==> src/rtl/feedback_loop_rr_sched_if.sv <==
// Request/result bundle for feedback_loop_rr_sched: per-channel request lanes in,
// one tagged result out. master = channel sources + consumer side, slave = scheduler.
interface feedback_loop_rr_sched_if #(
    parameter int unsigned NUM_CH = 4,
    parameter int unsigned W      = 8,
    parameter int unsigned CH_W   = 2
);
    logic [NUM_CH-1:0]   req_valid;
    logic [NUM_CH-1:0]   req_clear;
    logic [NUM_CH*W-1:0] req_data;
    logic [NUM_CH-1:0]   req_ready;
    logic                out_valid;
    logic                out_ready;
    logic [CH_W-1:0]     out_ch;
    logic [W-1:0]        out_data;

    modport master (
        output req_valid, req_clear, req_data, out_ready,
        input  req_ready, out_valid, out_ch, out_data
    );

    modport slave (
        input  req_valid, req_clear, req_data, out_ready,
        output req_ready, out_valid, out_ch, out_data
    );
endinterface

==> src/rtl/feedback_loop_rr_sched.sv <==
// Round-robin scheduler time-sharing one signed accumulator among NUM_CH channels.
// Define FEEDBACK_LOOP_SAT_EN for saturating adds; the default build wraps.
module feedback_loop_rr_sched #(
    parameter int unsigned NUM_CH = 4,
    parameter int unsigned W      = 8,
    parameter int unsigned CH_W   = 2
) (
    input logic                     system1000,
    input logic                     system1000_rstn,
    feedback_loop_rr_sched_if.slave bus
);
    typedef enum logic {StEmpty, StFull} state_e;

    state_e              r_state;
    state_e              w_state_next;
    logic signed [W-1:0] r_acc [NUM_CH];
    logic [CH_W-1:0]     r_rr_ptr;
    logic [CH_W-1:0]     r_out_ch;
    logic signed [W-1:0] r_out_data;

    logic                w_can_issue;
    logic                w_accept;
    logic [CH_W-1:0]     w_idx;
    logic [CH_W-1:0]     w_gnt;
    logic [NUM_CH-1:0]   w_req_ready;
    logic signed [W-1:0] w_operand;
    logic signed [W-1:0] w_acc_sel;
    logic signed [W-1:0] w_add;
    logic signed [W-1:0] w_sum;
    logic                w_clear;

    // Gating with reset keeps grants low while reset is held.
    assign w_can_issue = system1000_rstn & ((r_state == StEmpty) | bus.out_ready);

    always_comb begin
        w_accept = 1'b0;
        w_gnt    = '0;
        w_idx    = '0;
        if (w_can_issue) begin
            for (int unsigned i = 0; i < NUM_CH; i++) begin
                w_idx = CH_W'((32'(r_rr_ptr) + i) % NUM_CH);
                if (!w_accept && bus.req_valid[w_idx]) begin
                    w_accept = 1'b1;
                    w_gnt    = w_idx;
                end
            end
        end
    end

    always_comb begin
        w_req_ready = '0;
        if (w_accept) begin
            w_req_ready[w_gnt] = 1'b1;
        end
    end

    assign w_operand = bus.req_data[32'(w_gnt) * W +: W];
    assign w_acc_sel = r_acc[w_gnt];
    assign w_clear   = bus.req_clear[w_gnt];

`ifdef FEEDBACK_LOOP_SAT_EN
    logic signed [W-1:0] w_raw;

    // Overflow: operands share a sign that the wrapped result does not.
    always_comb begin
        w_raw = w_acc_sel + w_operand;
        w_add = w_raw;
        if ((w_acc_sel[W-1] == w_operand[W-1]) && (w_raw[W-1] != w_acc_sel[W-1])) begin
            w_add = w_acc_sel[W-1] ? {1'b1, {(W-1){1'b0}}} : {1'b0, {(W-1){1'b1}}};
        end
    end
`else
    assign w_add = w_acc_sel + w_operand;
`endif

    assign w_sum = w_clear ? w_operand : w_add;

    always_comb begin
        w_state_next = r_state;
        case (r_state)
            StEmpty: if (w_accept) w_state_next = StFull;
            StFull:  if (!w_accept && bus.out_ready) w_state_next = StEmpty;
        endcase
    end

    always_ff @(posedge system1000) begin
        if (!system1000_rstn) begin
            r_state    <= StEmpty;
            r_rr_ptr   <= '0;
            r_out_ch   <= '0;
            r_out_data <= '0;
            for (int unsigned k = 0; k < NUM_CH; k++) begin
                r_acc[k] <= '0;
            end
        end else begin
            r_state <= w_state_next;
            if (w_accept) begin
                r_acc[w_gnt] <= w_sum;
                r_out_data   <= w_sum;
                r_out_ch     <= w_gnt;
                r_rr_ptr     <= CH_W'((32'(w_gnt) + 1) % NUM_CH);
            end
        end
    end

    assign bus.req_ready = w_req_ready;
    assign bus.out_valid = (r_state == StFull);
    assign bus.out_ch    = r_out_ch;
    assign bus.out_data  = r_out_data;
endmodule

==> src/flat_wrapper.sv <==
// flat-port wrapper written by rule: the top's interface ports become plain ports
module feedback_loop_rr_sched_flat 
#(
    parameter int unsigned NUM_CH = 4,
    parameter int unsigned W      = 8,
    parameter int unsigned CH_W   = 2
)
  (system1000, system1000_rstn, bus_req_valid, bus_req_clear, bus_req_data, bus_out_ready, bus_req_ready, bus_out_valid, bus_out_ch, bus_out_data);
  feedback_loop_rr_sched_if #(.NUM_CH(NUM_CH), .W(W), .CH_W(CH_W)) bus_i ();
  input logic system1000;
  input logic system1000_rstn;
  input wire logic [$bits(bus_i.req_valid)-1:0] bus_req_valid;
  input wire logic [$bits(bus_i.req_clear)-1:0] bus_req_clear;
  input wire logic [$bits(bus_i.req_data)-1:0] bus_req_data;
  input wire logic [$bits(bus_i.out_ready)-1:0] bus_out_ready;
  output wire logic [$bits(bus_i.req_ready)-1:0] bus_req_ready;
  output wire logic [$bits(bus_i.out_valid)-1:0] bus_out_valid;
  output wire logic [$bits(bus_i.out_ch)-1:0] bus_out_ch;
  output wire logic [$bits(bus_i.out_data)-1:0] bus_out_data;
  assign bus_i.req_valid = bus_req_valid;
  assign bus_i.req_clear = bus_req_clear;
  assign bus_i.req_data = bus_req_data;
  assign bus_i.out_ready = bus_out_ready;
  assign bus_req_ready = bus_i.req_ready;
  assign bus_out_valid = bus_i.out_valid;
  assign bus_out_ch = bus_i.out_ch;
  assign bus_out_data = bus_i.out_data;
  feedback_loop_rr_sched #(.NUM_CH(NUM_CH), .W(W), .CH_W(CH_W)) u_core (.system1000(system1000), .system1000_rstn(system1000_rstn), .bus(bus_i));
endmodule
==> config.mk <==
export PLATFORM = sky130hd
export DESIGN_NAME = feedback_loop_rr_sched_flat
export DESIGN_NICKNAME = d
export VERILOG_FILES = /design/src/rtl/feedback_loop_rr_sched_if.sv /design/src/rtl/feedback_loop_rr_sched.sv /design/src/flat_wrapper.sv
export SDC_FILE = /design/constraint.sdc
export NUM_CORES = 1
export LEC_CHECK = 0
export CORE_AREA = 2 2 82 84
export DETAILED_ROUTE_END_ITERATION = 10
export DIE_AREA = 0 0 84 86
export PLACE_DENSITY = 0.8
export SLEW_MARGIN = 40
export SYNTH_ARGS = -nofsm -noshare
export SYNTH_HDL_FRONTEND = slang
export SYNTH_SLANG_ARGS = --single-unit
==> constraint.sdc <==
create_clock -name system1000 -period 6.1 [get_ports system1000]
set_input_delay 1.525 -clock system1000 [delete_from_list [all_inputs] [get_ports system1000]]
set_output_delay 1.525 -clock system1000 [all_outputs]
set_load 0.01 [all_outputs]
Word-level counts from Yosys, hierarchy flattened:

Memory sizes are Yosys's and may differ from the RTL's.
Cells that the tools add are included.

* register bits: 13
* output and inout port bits: 15
* bits in writable memories: 32
* memories kept: 1
* input bits: 43
* word-level logic and storage cells: 66

* bitwise operators: 3
* reduce and logical (&&, ||, !) cells: 10
* add/sub/neg operators: 5
* magnitude comparators: 6
* shifts and indexed selects: 1
* muxes and demuxes: 36

Memory list
* u_core.r_acc: words 4, bits a word 8, rd ports 1, clocked after memory_dff 0, write ports 4, RTL line feedback_loop_rr_sched.sv:16 `logic signed [W-1:0] r_acc [NUM_CH];`

Operator list (number)
* variable part select 32 x 6 -> 8 bit: 1
* 2-to-1 mux 1 bit: 20
* 2-to-1 mux 8 bit: 2
* less-than comparator 2 x 3 -> 1 bit (second input constant): 5
* 2-to-1 mux 2 bit: 6
* binary-select mux 1 bit (select 2 bit): 5
* adder 8 bit: 1
* OR reduction 8 bit: 1
* logical AND 1 bit: 5
* adder 2 x 1 -> 2 bit (second input constant): 2
* adder 2 bit (second input constant): 2
* zero test 1 bit: 4
* 2-to-1 mux 4 bit: 1
* demux 1 bit (select 2 bit): 1
* greater-or-equal comparator 2 x 1 -> 1 bit (second input constant): 1
* case mux 1 bit (2 select lines): 1
* AND 1 bit: 1
* NOT 1 bit: 1
* OR 1 bit: 1

Logic depth before layout (Yosys ltp):

* depth in word-level cells: 21
* mapped depth: 18
* gate-level depth less buffers: 16

Least setup slack after synthesis:

OpenSTA, ideal clock, no wires.

* path kind: input to register
* start point: input bus_req_valid[3]
* end point: memory u_core.r_acc[3][6] (data pin)
* arrival time: 4626 ps
* slack: 1196 ps
* setup time: 278 ps
* required time: 5822 ps
* stages on the path: 17
* path buffers: 2
* path through: nor2_2 > nor3_1 > o311ai_4 > inv_4 > buf_4 > buf_2 > a211oi_1 > a21oi_1 > ha_1 > inv_1 > fa_1 > nor2b_1 > o31a_1 > o21ai_0 > a21oi_1 > o32ai_2 > o22ai_1

RTL lines
* start: declaration: RTL line flat_wrapper.sv:12 `input wire logic [$bits(bus_i.req_valid)-1:0] bus_req_valid;`
* end: declaration: RTL line feedback_loop_rr_sched.sv:16

Worst setup path after layout:

* start point: input bus_req_valid[1]
* end point: output bus_req_ready[0]

* cells in the longest elaborated chain, start to end: 21
* elaborated cells on any way between the ends: 33
* those cells by class: order compare: 2; mux: 24; reduce/logical: 7

RTL lines
* binary-select mux 1 bit (select 2 bit): RTL line feedback_loop_rr_sched.sv:42 `if (!w_accept && bus.req_valid[w_idx]) begin`
* 2-to-1 mux 1 bit (implied by the code): RTL line feedback_loop_rr_sched.sv:42
* 2-to-1 mux 1 bit: RTL line feedback_loop_rr_sched.sv:42
* 2-to-1 mux 1 bit: RTL line feedback_loop_rr_sched.sv:39 `if (w_can_issue) begin`
* zero test 1 bit: RTL line feedback_loop_rr_sched.sv:42
* logical AND 1 bit: RTL line feedback_loop_rr_sched.sv:42
* 2-to-1 mux 1 bit: RTL line feedback_loop_rr_sched.sv:42
* 2-to-1 mux 1 bit: RTL line feedback_loop_rr_sched.sv:39
* (+5 left out)
* logical AND 1 bit: RTL line feedback_loop_rr_sched.sv:42
* 2-to-1 mux 2 bit: RTL line feedback_loop_rr_sched.sv:42
* 2-to-1 mux 2 bit: RTL line feedback_loop_rr_sched.sv:39
* less-than comparator 2 x 3 -> 1 bit (implied by the code) or greater-or-equal comparator 2 x 1 -> 1 bit (tied branches): RTL line feedback_loop_rr_sched.sv:53 `w_req_ready[w_gnt] = 1'b1;`
* logical AND 1 bit (implied by the code): RTL line feedback_loop_rr_sched.sv:53
* 2-to-1 mux 1 bit (implied by the code): RTL line feedback_loop_rr_sched.sv:53
* demux 1 bit (select 2 bit)
* 2-to-1 mux 4 bit *: RTL line feedback_loop_rr_sched.sv:52 `if (w_accept) begin`
* end: declaration: RTL line flat_wrapper.sv:16 `output wire logic [$bits(bus_i.req_ready)-1:0] bus_req_ready;`

Every way passes the cells marked *; elsewhere a longest branch is shown, timed or not. The select of a mux whose other input is x is not followed.

==> summary.md <==
| Metric | Value |
|---|---|
| Top FF cell, synth | `edfxtp_1` |
| EDFF count, synth | `32` |
| CTS Hold Buffers Added | `0` |
| Antenna Nets Post-Route | `0` |
| HP Start | `u_core.bus.out_ch[1]` |
| # port buffers | `57` |
| Std cell rows | `29` |
| Startpoint Class | `primary input` |
| Die H | `86 um` |
| Total track usage | `24.9%` |
| Critical path class | `in -> out` |
| Final design utilization | `65.3%` |
| NetSw | `417 uW` |
| Die Wd | `84 um` |
| Routed WL per cell | `about 18 um` |
| Max Cap Viol | `0` |
| WL final | `8740 um` |
| Max Clock Skew | `0.00570 ns` |
| Residual DRC | `0` |
| Clock latency on the worst-skew pair | `roughly 0.30 ns` |
| Worst hold stages | `2` |
| Post-synth top cells | `34 x nor2_1, 33 x nand2_1, 32 x edfxtp_1` |
| Final Setup Violations | `0` |
| Seq cells post-synth | `45` |
| Largest net degree at the start of global routing | `31` |
| RSZ-0062 raised after global routing | `no` |
| CTS Buf Count | `5` |
| Vias per cell | `roughly 6` |
| Die area | `between 0.007 and 0.008 mm2` |
| Clk sink count | `between 40 and 50` |
| Gpl congestion | `0.926` |
| Setup TNS Final | `0 ns` |
| Final period util | `roughly 93%` |
| Worst-Margin Slew | `0.821 ns` |
| Vias | `2,931` |
| Status | `complete, no violations` |
| Vias in the first global route | `2,804` |
| Cell with the most instances after synthesis | `nor2_1` |
| Clock power share | `20.1%` |
| Critical path required time | `4.58 ns` |
| Seq pwr share | `roughly a third` |
| Yosys warnings | `0` |
| Worst Setup End Kind | `primary output` |
| Grt ovf | `0` |
| Post-CTS Repair Setup Buffers | `0` |
| Syn_nets | `411` |
| Count of cell types in the netlist | `63` |
| Hold Path End | `u_core.bus.out_ch[1]` |
| Initial core utilization | `53.0%` |
| RR Startpoint | `u_core.r_rr_ptr[0]` |
| Cell Pwr Density | `285 mW/mm2` |
| I/O pin cnt | `58` |
| Static leakage power | `0.00155 uW` |
| Area delta synth->final | `23.2%` |
| CTS tree | `yes` |
| Post-layout min period | `5.65 ns` |
| Critical Path Fanout Max | `14` |
| Worst R2R End | `u_core.r_acc[3][7]` |
| H-Tree Depth | `2` |
| # diodes | `0` |
| Fraction of layout cells with a size suffix above 1 | `8.72%` |
| Worst path arrival time | `4.12 ns` |
| Netlist Area Pre-Place | `0.00333 mm2` |
| Cts repair resizes | `0` |
| Share of total power in combinational logic | `45.0%` |
| Reg clk slew, reported paths | `0.08 ns` |
| Max transition margin | `a little under half` |
| Async S/R FF share, synth | `0%` |
| R2R setup slack | `2.02 ns` |
| Deepest clock path buffer count | `2` |
| Clk Tree Root Cell | `clkbuf_8` |
| Synth top area share | `28.9%` |
| Max Fclk | `177 MHz` |
| Worst Hold Class | `reg -> reg` |
| Post-synthesis cell count | `356` |
| Setup WS pre-CTS | `0.293 ns` |
| First-pass GRT wire length | `14,100 um` |
| Final Slew Violations | `0` |
| Worst reg-to-reg path cell count | `14` |
| Core area | `0.00628 mm2` |
| Net Sw Frac | `35.7%` |
| Internal | `750 uW` |
| Synth area leaders | `edfxtp_1 29%, mux2i_1 9.0%, dfxtp_1 7.8%, a21oi_1 4.2%, ha_1 4.1%` |
| Setup ws final | `0.453 ns` |
| Synth area leader | `edfxtp_1` |
| Seq/Total Area, Yosys | `36.7%` |
| DP HPWL | `6680 um` |
| DRT Pass-1 Iters | `4` |
| Nets@finish | `467` |
| DRT iter0 DRCs | `228` |
| Maximum vdd drop | `about 0.00021 V` |
| Initial antenna violation count | `0` |
| Final Hold Vio Count | `0` |
| Avg Inst Size Synth | `9.35 um2` |
## metal layers
| layer | GRT usage (%) | part of all wire (%) | wire length (um) |
|---|---|---|---|
| met5 | 0 | 0 | 0 |
| met3 | 6.35 | 9.5 | 831 |
| met1 | 33.6 | 45 | 3900 |
| met4 | 6.89 | 1.3 | 111 |
| met2 | 40.0 | 45 | 3900 |
## cells in the final DEF, fill, tap and decap left out, types with 13 or more instances in the layout
cell / Yosys / layout
nor2_1: 34 / 34
dfxtp_1: 13 / 13
a211oi_1: 13 / 13
clkdlybuf4s50_1: 0 / 57
and2_1: 19 / 19
mux2i_1: 30 / 30
a21oi_1: 28 / 28
nand2_1: 33 / 33
edfxtp_1: 32 / 32
## through the flow
step	hold WS, ns	instance area, um2	instances	power [uW]
floorplan	0.467	3330	356	763
global placement	0.438	3970	481	917
detailed placement	0.439	3970	481	930
CTS	0.454	4090	489	1160
global route	0.468	4100	490	1240
finish	0.449	4100	490	1170
## power by group through the flow
| stage | sequential (uW) | clock (uW) | combinational (uW) |
|---|---|---|---|
| 6_report | 406 | 235 | 525 |
| 4_1_cts | 406 | 236 | 521 |
| 5_1_grt | 411 | 248 | 579 |
| 3_5_place_dp | 413 | 0 | 517 |
| 2_1_floorplan | 415 | 0 | 347 |
| 3_3_place_gp | 410 | 0 | 507 |
## logic make-up (layout without fill, tap and decap cells)
family / after synthesis / count (layout) / synth area share (%)
buffers and inverters: 29 / 86 / 4.14
xor gates and xnor gates: 8 / 8 / 2.11
AOI/OAI and AO/OA: 98 / 98 / 20.9
adders and majority gates: 12 / 12 / 4.74
DFF: 45 / 45 / 36.7
and+or+nand+nor: 128 / 128 / 19.9
muxes: 36 / 36 / 11.5
## critical path, stage by stage
cell and delay (ns):
clkdlybuf4s50_1 0.55, nor4_2 0.48, nor3b_2 0.10, and4b_1 0.31, inv_2 0.27, ha_1 0.20
and2_1 0.14, clkdlybuf4s50_1 0.54
## cell type report
class / instances / area [um2]
Sequential cell: 45 / 1220
Clock buffer: 6 / 82.6
Clock inverter: 2 / 37.5
Fill cell: 527 / 2180
Inverter: 13 / 51.3
Multi-Input combinational cell: 282 / 1970
Tap cell: 77 / 96.3
Timing Repair Buffer: 65 / 641
## registers in the layout, summed over array words and instances (netlist names)
name	flops
u_core.bus.out_ch	2
u_core.bus.out_data	8
u_core.bus.out_valid	1
u_core.r_acc	32
u_core.r_rr_ptr	2
## worst max path at each step
stage / slack, ns / startpoint / endpoint / cells past startpoint
after global placement: 0.52 / bus_req_valid[1] / u_core.r_acc[3][6] / 17
after CTS: 0.49 / bus_req_valid[1] / bus_req_ready[0] / 8
after global routing: 0.32 / bus_req_valid[1] / u_core.r_acc[3][7] / 16
after floorplan: 1.20 / bus_req_valid[3] / u_core.r_acc[3][6] / 17
final: 0.45 / bus_req_valid[1] / bus_req_ready[0] / 8
after detailed placement: 0.29 / bus_req_valid[1] / u_core.bus.out_data[6] / 18
Power figures use the tool's default switching activity.
==> RTL change: new RTL, same flow settings <==
`NUM_CH` is set to 4 in 3 places; all go to 2.
--- a/src/rtl/feedback_loop_rr_sched_if.sv
+++ b/src/rtl/feedback_loop_rr_sched_if.sv
@@ -3,3 +3,3 @@
 interface feedback_loop_rr_sched_if #(
-    parameter int unsigned NUM_CH = 4,
+    parameter int unsigned NUM_CH = 2,
     parameter int unsigned W      = 8,
--- a/src/rtl/feedback_loop_rr_sched.sv
+++ b/src/rtl/feedback_loop_rr_sched.sv
@@ -3,3 +3,3 @@
 module feedback_loop_rr_sched #(
-    parameter int unsigned NUM_CH = 4,
+    parameter int unsigned NUM_CH = 2,
     parameter int unsigned W      = 8,
--- a/src/flat_wrapper.sv
+++ b/src/flat_wrapper.sv
@@ -3,3 +3,3 @@
 #(
-    parameter int unsigned NUM_CH = 4,
+    parameter int unsigned NUM_CH = 2,
     parameter int unsigned W      = 8,
Interface: changed (resized bus_req_clear, bus_req_data, bus_req_ready and bus_req_valid); port bits go from 58 to 36. No check against the original RTL was run, so the function may have changed too.
==> RTL change against the original RTL <==
  * Sequential power is 46% lower
  * Routed wire length decreased by 57%
  * Cell area down 49%
  * Total power is 60% lower
  * First-iteration DRC count decreased by 62%
  * Worst setup slack better by 0.43 ns
  * Maximum frequency up 8.2%
  * Worst hold slack improved by 0.0092 ns
  * Largest power group is now registers
  * Cell count decreased by 38%
  * Sequential cell count down 18
  * Die area unchanged
  * Count of clock-buffer cells in the layout decreased by 2
  * Area after synthesis down 50%
  * Synthesized cell count down 44%
==> RTL change: results (changes against the original RTL) <==
Clock buffer cells: 4 (was 6)
Power Sequential: 219 µW (was 406 µW)
Met3 wire length: 111 µm (was 831 µm)
Met2 Resource Use GR: 0.194 (was 0.400)
Wire length on met2: 1860 µm (was 3900 µm)
Initial DRC count: 87 (was 228)
Total Routing Usage GR: 0.108 (was 0.249)
Post-DP HPWL: 2960 µm (was 6680 µm)
Core Util, Final: 0.334 (was 0.653)
Post-synthesis compound-gate area fraction: 0.150 (was 0.209)
Vias in the first global route: 1390 (was 2804)
Post-synthesis mux area share: 0.0330 (was 0.115)
Max H-tree Level: 1 (was 2)
CP arrival: 3.69 ns (was 4.12 ns)
Met1 WL: 1770 µm (was 3900 µm)
Post-Syn Instances: 199 (was 356)
Most frequent cells after synthesis: nand2_1, nor2_1, edfxtp_1, a21oi_1, dfxtp_1 (was nor2_1, nand2_1, edfxtp_1, mux2i_1, a21oi_1)
Xor/xnor share of the synthesized area: 0.0210 (was 0.0211)
Via-to-Cell Ratio: 4.71 (was 5.98)
Area contributors post-synth: edfxtp_1, dfxtp_1, nand2_1, ha_1, nor2_1 (was edfxtp_1, mux2i_1, dfxtp_1, a21oi_1, ha_1)
Clock-cell share: 0.0215 (was 0.0293)
Clk_lat worst skew: 0.26 ns (was 0.30 ns)
Outcome: complete, no violations (unchanged)
Crit-path max FO: 29 (was 14)
Peak VDD IR: 0.158 mV (was 0.207 mV)
Post-synthesis net count: 230 (was 411)
Sw frac: 0.298 (was 0.357)
==> RTL change: kinds of logic (layout without fill, tap and decap cells) <==
| kind of cell | after synthesis | count (layout) |
|---|---|---|
| flops | 27 | 27 |
| fa+ha+maj | 8 | 8 |
| compound gates | 39 | 39 |
| mux | 5 | 5 |
| other cells | 1 | 1 |
| simple gates | 94 | 94 |
| buf+inv | 21 | 49 |
| xor+xnor | 4 | 4 |
==> RTL change: worst max-delay path: stages <==
cell and delay, ns:
clkdlybuf4s50_1 0.67, nand4_4 0.42, inv_2 0.45, clkdlybuf4s50_1 0.61
==> RTL change: worst paths after layout <==
check	slack, ns	cells past startpoint	endpoint
worst max-delay path	0.88	4	bus_req_ready[1]
worst min-delay path	0.46	2	u_core.r_rr_ptr[0]
worst max register to register	2.75	14	u_core.r_acc[1][6]
worst min register to register	0.46	2	u_core.r_rr_ptr[0]
